[src/rtl/spart_pkg.sv]
// Shared SPART constants: data width and default receive FIFO depth.
package spart_pkg;
  localparam int DATA_W            = 8;
  localparam int RX_FIFO_DEPTH_DEF = 16;

  typedef logic [DATA_W-1:0] data_t;
endpackage

[src/rtl/rx_fifo_mem.sv]
// Byte storage for rx_fifo: synchronous write, asynchronous read at raddr, no reset.
module rx_fifo_mem
  import spart_pkg::*;
#(
  parameter int DEPTH  = RX_FIFO_DEPTH_DEF,
  parameter int ADDR_W = $clog2(DEPTH)
) (
  input  logic              clk,
  input  logic              we_i,
  input  logic [ADDR_W-1:0] waddr_i,
  input  logic [DATA_W-1:0] wdata_i,
  input  logic [ADDR_W-1:0] raddr_i,
  output logic [DATA_W-1:0] rdata_o
);

  data_t mem_q [DEPTH];

  always_ff @(posedge clk) begin
    if (we_i) mem_q[waddr_i] <= wdata_i;
  end

  assign rdata_o = mem_q[raddr_i];

endmodule

[src/rtl/rx_fifo.sv]
// Receive byte FIFO between the SPART receiver and the CPU; full/empty/count come from registered state.
// Optional overrun flag (ovr/clr_ovr) is built when RX_FIFO_OVR_FLAG_EN is defined.
module rx_fifo
  import spart_pkg::*;
#(
  parameter int DEPTH  = RX_FIFO_DEPTH_DEF,
  parameter int ADDR_W = $clog2(DEPTH)
) (
  input  logic              clk,
  input  logic              rst,
  input  logic [DATA_W-1:0] RxD_data,
  input  logic              RDA,
  output logic              rd_rx,
  input  logic              cpu_rd,
`ifdef RX_FIFO_OVR_FLAG_EN
  input  logic              clr_ovr,
  output logic              ovr,
`endif
  output logic [DATA_W-1:0] cpu_data,
  output logic              data_valid,
  output logic              empty,
  output logic              full,
  output logic [ADDR_W:0]   count
);

  localparam logic [ADDR_W:0] FULL_CNT = (ADDR_W+1)'(DEPTH);

  logic [ADDR_W-1:0] wr_ptr_q, wr_ptr_d, rd_ptr_q, rd_ptr_d;
  logic [ADDR_W:0]   count_q, count_d;
  logic              rd_rx_q, taken_q, taken_d, dv_q;
  data_t             cpu_data_q, cpu_data_d, mem_rdata;
  logic              wr_en, rd_en;

  assign empty = (count_q == '0);
  assign full  = (count_q == FULL_CNT);

  // taken_q marks a held RDA byte as already stored until the receiver drops RDA.
  assign wr_en = RDA && !full && !rd_rx_q && !taken_q;
  assign rd_en = cpu_rd && !empty;

  always_comb begin
    wr_ptr_d   = wr_ptr_q;
    rd_ptr_d   = rd_ptr_q;
    count_d    = count_q;
    cpu_data_d = cpu_data_q;
    taken_d    = taken_q && RDA;
    if (wr_en) begin
      wr_ptr_d = wr_ptr_q + ADDR_W'(1);
      taken_d  = 1'b1;
    end
    if (rd_en) begin
      rd_ptr_d   = rd_ptr_q + ADDR_W'(1);
      cpu_data_d = mem_rdata;
    end
    case ({wr_en, rd_en})
      2'b10:   count_d = count_q + (ADDR_W+1)'(1);
      2'b01:   count_d = count_q - (ADDR_W+1)'(1);
      default: count_d = count_q;
    endcase
  end

  always_ff @(posedge clk or posedge rst) begin
    if (rst) begin
      wr_ptr_q   <= '0;
      rd_ptr_q   <= '0;
      count_q    <= '0;
      rd_rx_q    <= 1'b0;
      taken_q    <= 1'b0;
      dv_q       <= 1'b0;
      cpu_data_q <= '0;
    end else begin
      wr_ptr_q   <= wr_ptr_d;
      rd_ptr_q   <= rd_ptr_d;
      count_q    <= count_d;
      rd_rx_q    <= wr_en;
      taken_q    <= taken_d;
      dv_q       <= rd_en;
      cpu_data_q <= cpu_data_d;
    end
  end

`ifdef RX_FIFO_OVR_FLAG_EN
  logic ovr_q;
  always_ff @(posedge clk or posedge rst) begin
    if (rst)              ovr_q <= 1'b0;
    else if (clr_ovr)     ovr_q <= 1'b0;
    else if (RDA && full) ovr_q <= 1'b1;
  end
  assign ovr = ovr_q;
`endif

  rx_fifo_mem #(
    .DEPTH  (DEPTH),
    .ADDR_W (ADDR_W)
  ) u_mem (
    .clk     (clk),
    .we_i    (wr_en),
    .waddr_i (wr_ptr_q),
    .wdata_i (RxD_data),
    .raddr_i (rd_ptr_q),
    .rdata_o (mem_rdata)
  );

  assign rd_rx      = rd_rx_q;
  assign cpu_data   = cpu_data_q;
  assign data_valid = dv_q;
  assign count      = count_q;

endmodule

[config.mk]
export PLATFORM = sky130hd
export DESIGN_NAME = rx_fifo
export DESIGN_NICKNAME = d
export VERILOG_FILES = /design/src/rtl/spart_pkg.sv /design/src/rtl/rx_fifo_mem.sv /design/src/rtl/rx_fifo.sv
export SDC_FILE = /design/constraint.sdc
export NUM_CORES = 1
export LEC_CHECK = 0
export CAP_MARGIN = 10
export CORE_ASPECT_RATIO = 1.2
export CORE_UTILIZATION = 23
export CTS_CLUSTER_SIZE = 14
export DETAILED_ROUTE_END_ITERATION = 8
export SETUP_SLACK_MARGIN = 0.15
export SYNTH_ARGS = -nofsm -noshare
export SYNTH_HDL_FRONTEND = slang
export SYNTH_HIERARCHICAL = 1
export SYNTH_SLANG_ARGS = --single-unit
[constraint.sdc]
create_clock -name clk -period 7.8 [get_ports clk]
set_clock_uncertainty 0.05 [all_clocks]
set_input_delay 0.78 -clock clk [delete_from_list [all_inputs] [get_ports clk]]
set_output_delay 0.78 -clock clk [all_outputs]
set_load 0.005 [all_outputs]
## Word-level counts from Yosys, hierarchy flattened

Memories as Yosys holds them, arrays and structs flattened. A register that Yosys moved wholly into a read port is not among the register bits.
Cells that the tools add are included.

| cells by class | value |
|---|---|
| $mul | 0 |
| equality and inequality tests | 3 |
| multiplexer cells | 4 |
| shift operators | 0 |
| $add $sub $neg | 4 |
| divide/modulo/power cells | 0 |
| bitwise operators | 0 |
| magnitude comparators | 0 |
| reduce and logical (&&, ||, !) cells | 11 |

Operators by type and width:

| operator | count |
|---|---|
| 5-bit one-hot mux with 2 select lines | 1 |
| 4-bit by 1-bit adder with 4-bit output (second input constant) | 2 |
| 5-bit by 1-bit adder with 5-bit output (second input constant) | 1 |
| 5-bit == test (second input constant) | 1 |
| 1-bit logical AND | 5 |
| 5-bit logical NOT | 1 |
| 5-bit by 1-bit subtractor with 5-bit output (second input constant) | 1 |
| 1-bit logical NOT | 4 |
| 1-bit two-way mux | 3 |
| 2-bit by 1-bit == test with 1-bit output (second input constant) | 1 |
| 2-bit == test (second input constant) | 1 |
| 2-bit nonzero test | 1 |

| storage, ports and cells | value |
|---|---|
| register bits after elaboration | 16 |
| word-level logic and storage cells | 29 |
| latch bits | 0 |
| ROM bits | 0 |
| bits in writable memories | 128 |
| output and inout bits | 17 |
| memories kept | 1 |

Memory list:

| name | words | bits a word | read ports | clocked after memory_dff | wr ports | line | RTL |
|---|---|---|---|---|---|---|---|
| u_mem.mem_q | 16 | 8 | 1 | 1 | 1 | rx_fifo_mem.sv:16 | `data_t mem_q [DEPTH];` |

## Depth between registers and ports, before layout

| logic depth | value |
|---|---|
| word-level depth | 7 |
| mapped depth | 9 |

## Modules after synthesis

Netlist, hierarchy kept.

By module, submodules not included:

| module | cells an instance | area each (sq um) | times used |
|---|---|---|---|
| rx_fifo_mem | 221 | 4,987.3 | 1 |
| rx_fifo | 81 | 1,129.8 | 1 |

## Worst setup path after synthesis

Ideal clock, no wire load.

| timing | value |
|---|---|
| kind | input-to-reg |
| start point | input port RDA |
| end point | memory u_mem/mem_q[0][0] in the netlist's numbering, enable pin |
| required time | 7,367 ps |
| stages on the path | 4 |
| slack | 5,002 ps |
| arrival | 2,365 ps |
| path through | inv_1 -> a2111oi_4 -> or3b_2 -> nor3_1 |

| between the ends | value |
|---|---|
| longest elaborated chain between the ends | 5 |

Ends and longest elaborated chain:

| item | line | RTL |
|---|---|---|
| from (decl) | rx_fifo.sv:12 | `input logic RDA,` |
| 1-bit logical AND (3 in a row) | rx_fifo.sv:38 | `assign wr_en = RDA && !full && !rd_rx_q && !taken_q;` |
| net wr_en | rx_fifo.sv:32 | `logic wr_en, rd_en;` |
| 1-bit two-way mux | rx_fifo_mem.sv:19 | `if (we_i) mem_q[waddr_i] <= wdata_i;` |
| 1-bit two-way mux (implied by the code) | rx_fifo_mem.sv:19 |  |
| to (decl) | rx_fifo_mem.sv:16 |  |

The timed path passes the listed nets, and every way through them passes these cells.

## Final worst setup path

| timing | value |
|---|---|
| start point | input port cpu_rd |
| end point | register count_q[3] (netlist: count[3]) |

| between the ends | value |
|---|---|
| longest elaborated chain between the ends | 3 |
| elaborated cells on any way between the ends | 5 |

Ends and longest elaborated chain:

| item | line | RTL |
|---|---|---|
| from (decl) | rx_fifo.sv:14 | `input logic cpu_rd,` |
| 1-bit logical AND * | rx_fifo.sv:39 | `assign rd_en = cpu_rd && !empty;` |
| 2-bit by 1-bit == test with 1-bit output or 2-bit == test (tied branches) | rx_fifo.sv:55 | `case ({wr_en, rd_en})` |
| 5-bit one-hot mux with 2 select lines or 2-bit nonzero test (tied branches) | - |  |
| to (signal assigned) | rx_fifo.sv:74 | `count_q <= count_d;` |
| to (decl) | rx_fifo.sv:29 | `logic [ADDR_W:0] count_q, count_d;` |

Mark *: on every way between the ends. The rest lies on a longest branch, timed or not.
A chain may end at the register's enable or synchronous reset.

==> run_results.csv <==
group,metric,value,unit
run_status,status,"completed",
pwr,comb_power_share,26.6,%
logic_synthesis,synthArstFlopShare,15.8,%
min_path,min_delay_path_depth,1,
sta,fin_crit_sh,40.0,%
min_path,hold_path.class,"flop to flop",
min_path,hold_start,"cpu_data[1]",
floorplanning,ioPinCount,29,
pwr,power_density,347,nW/µm²
routing,wl_per_cell,17.2,µm
clock_tree,numClockSinks,152,
pwr,p_leak,2.42,nW
clock_tree,ctsLongestPathBuffers,2,
min_path,holdPathEnd,"cpu_data[1]",
critical_path,critPathKind,"input port to flop",
sta,finalSetupViolCount,0,
clock_tree,post_cts_buffers,0,
critical_path,reg2reg_slack,4.89,ns
grt,track_usage,9.42,%
sta,rsz0062_at_grt,"false",
logic_synthesis,synth.distinct_cells,37,
clock_tree,cts_tree,"yes",
logic_synthesis,synthFlopType,"edfxtp_1",
pwr,power.internal,1.81,mW
finish,nets,361,
placement,io_buffers,28,
sta,finalSetupTns,0,ns
clock_tree,cts_root_buffer,"clkbuf_16",
sta,tightestPinTransition,0.979,ns
finish,synthToLayoutAreaGrowth,19.6,%
clock_tree,clk_pin_slew,0.06,ns
routing,wl_met1,4810,µm
sta,min_period,3.12,ns
critical_path,r2r_cells,8,
routing,dr_wl_met2,6060,µm
placement,hpwl,7580,µm
critical_path,r2r_start,"count[0]",
routing,drc,0,
logic_synthesis,yosysTopAreaCell,"edfxtp_1",
routing,wl_met3,748,µm
floorplanning,floorplan.initialDensity,23.4,%
critical_path,critPathCaptureType,"flop",
grt,grt_max_degree,36,
clock_tree,cts_buffers,17,
logic_synthesis,syn-mean-instance-area,20.3,µm²
finish,antenna_cells,0,
pwr,netSwitchingPower,733,µW
clock_tree,cts.htree.levels,4,
logic_synthesis,yosysWarnings,6,
logic_synthesis,netlist_instances,302,
grt,grt_overflow,0,
routing,drt_iter0_drc,249,
grt,grt_antenna_before_repair,0,
pwr,swShare,28.8,%
clock_tree,clk-insertion-delay-late,0.42,ns
logic_synthesis,yosysSeqAreaShare,72.7,%
sta,fmax,321,MHz
floorplanning,core,26200,µm²
placement,placed_cells,657,
routing,antenna_left,0,
finish,layout.cells.non_filler,690,
routing,highest_layer,"met4",
logic_synthesis,synthTopCellsByArea,"edfxtp_1, dfrtp_1, mux4_2",
routing,viasPerCell,4.20,
critical_path,critPathArrivalTime,3.36,ns
pwr,total_power,2.54,mW
sta,finalHoldViolations,0,
pwr,ir_worst_vdd,0.179,mV
pwr,pwr-share-clk,30.0,%
floorplanning,row_count,65,
critical_path,r2r_end,"count[3]",
floorplanning,die_w,151,µm
sta,max-slew-margin-rel,34.5,%
critical_path,cp.required,8.04,ns
critical_path,critical_path_peak_fanout,14,
routing,num_vias,2897,
grt,grt_pass1_vias,3150,
routing,routed_wl,11900,µm
critical_path,start_kind,"input port",
grt,grt_pass1_wl,18400,µm
flow_run,cap_violations,0,
logic_synthesis,synth_top_area_share,62.8,%
logic_synthesis,syn-cell-area,6120,µm²
clock_tree,hold_buffers,0,
logic_synthesis,synth_edf_count,128,
floorplanning,die_h,181,µm
pwr,sequentialPowerShare,43.4,%
floorplanning,dieArea,27300,µm²
sta,finalMaxSlewViolations,0,
clock_tree,cts_resized,0,
routing,firstDrtPassIters,4,
finish,final_layout_size_suffix_gt1_share,20.6,%
placement,place.gp.congestion,0.772,
logic_synthesis,ys_ff_latch,152,
logic_synthesis,synth_nets,321,
-- flip-flops by register name (all words and copies together) (netlist names) --
signal and cells:
taken_q 1, count 5, u_mem/mem_q 128, wr_ptr_q 4, cpu_data 8, rd_rx 1
data_valid 1, rd_ptr_q 4
-- cells in the final DEF, fill, tap and decap left out, types with 2 or more instances in the layout --
cell type        instances
mux2_4                   6
nand3b_1                 2
a22oi_1                 16
clkdlybuf4s50_1         28
nor3_1                   5
clkbuf_16               17
a21oi_1                  3
buf_4                    4
clkinv_4                 2
o21ai_0                  2
dfrtp_2                  2
dfrtp_1                 22
nand2b_1                 2
nand4_1                  2
xnor2_1                  7
mux4_1                  14
clkinvlp_4               5
clkinv_2                 3
nand2_1                 13
clkbuf_8                 2
edfxtp_1               128
inv_1                    4
mux2_2                   5
xor2_1                   3
and2_2                   2
mux4_2                  18
nor2_1                  15
nand3_1                  2
clkbuf_1                 2
ha_1                     6
-- per-stage QoR --
stage | instance area (µm²) | setup WS [ns] | util [%] | hold WS, ns
finish | 7320 | 4.68 | 27.9 | 0.463
global route | 7320 | 4.52 | 27.9 | 0.481
CTS | 7310 | 4.51 | 27.9 | 0.468
detailed placement | 6750 | 4.07 | 25.8 | 0.455
global placement | 6750 | 4.20 | 25.8 | 0.465
floorplan | 6120 | 5.00 | - | 0.437
-- cell families (layout without fill, tap and decap cells) --
group / Yosys count / count (layout) / share of synthesized area (%)
compound gates: 25 / 25 / 3.27
xor+xnor: 10 / 10 / 1.43
fa+ha+maj: 7 / 7 / 1.55
buf+inv: 16 / 69 / 1.90
flops: 152 / 152 / 72.7
mux: 43 / 43 / 15.0
simple gates: 49 / 49 / 4.15
-- routing by layer --
metal,up-vias,global-route usage (%)
met3,23,3.16
met5,-,0
met2,91,15.6
met1,1476,11.0
li1,1307,-
met4,0,3.92
-- worst max path at each step --
stage,from,end,slack [ns],cells past startpoint
floorplan,RDA,u_mem/mem_q[0][0],5.00,4
global placement,RDA,u_mem/mem_q[0][3],4.20,5
detailed placement,RDA,u_mem/mem_q[0][3],4.07,5
CTS,RDA,u_mem/mem_q[0][0],4.51,5
global route,cpu_rd,count[3],4.52,8
finish,cpu_rd,count[3],4.68,8
-- power groups by stage --
stage                     Clock, mW  Combinational, mW  Sequential, mW
final                         0.762              0.677            1.10
after global routing          0.814              0.737            1.12
after CTS                     0.779              0.687            1.11
after detailed placement          0              0.686            1.12
after global placement            0              0.662            1.12
after floorplan                   0              0.517            1.07
-- synth_stat cells, types with 2 or more instances --
library cell	number
inv_1	4
mux4_1	14
nor3_1	5
mux4_2	18
xor2_1	3
edfxtp_1	128
nand2_1	13
dfrtp_1	24
nand2b_1	2
a22oi_1	16
ha_1	6
xnor2_1	7
mux2_4	6
clkdlybuf4s25_2	3
nor2_1	15
buf_6	4
nand4_1	2
a21oi_1	3
buf_2	3
o21ai_0	2
and2_2	2
mux2_2	5
nand3b_1	2
nand3_1	2
-- critical path, cell delays in order --
cell             delay, ns
clkdlybuf4s50_1       0.46
a21boi_2              0.74
ha_1                  0.44
ha_1                  0.29
a21o_2                0.21
a21oi_1               0.19
xor2_1                0.17
o21ai_0               0.09
-- layout make-up --
cell class                      count  area [µm²]
Clock buffer                       21         460
Timing Repair Buffer               33         318
Inverter                            4        15.0
Tap cell                          335         419
Multi-Input combinational cell    134        1560
Fill cell                        2601       18900
Clock inverter                     11         100
Sequential cell                   152        4450
(Power assumes the default switching activity.)
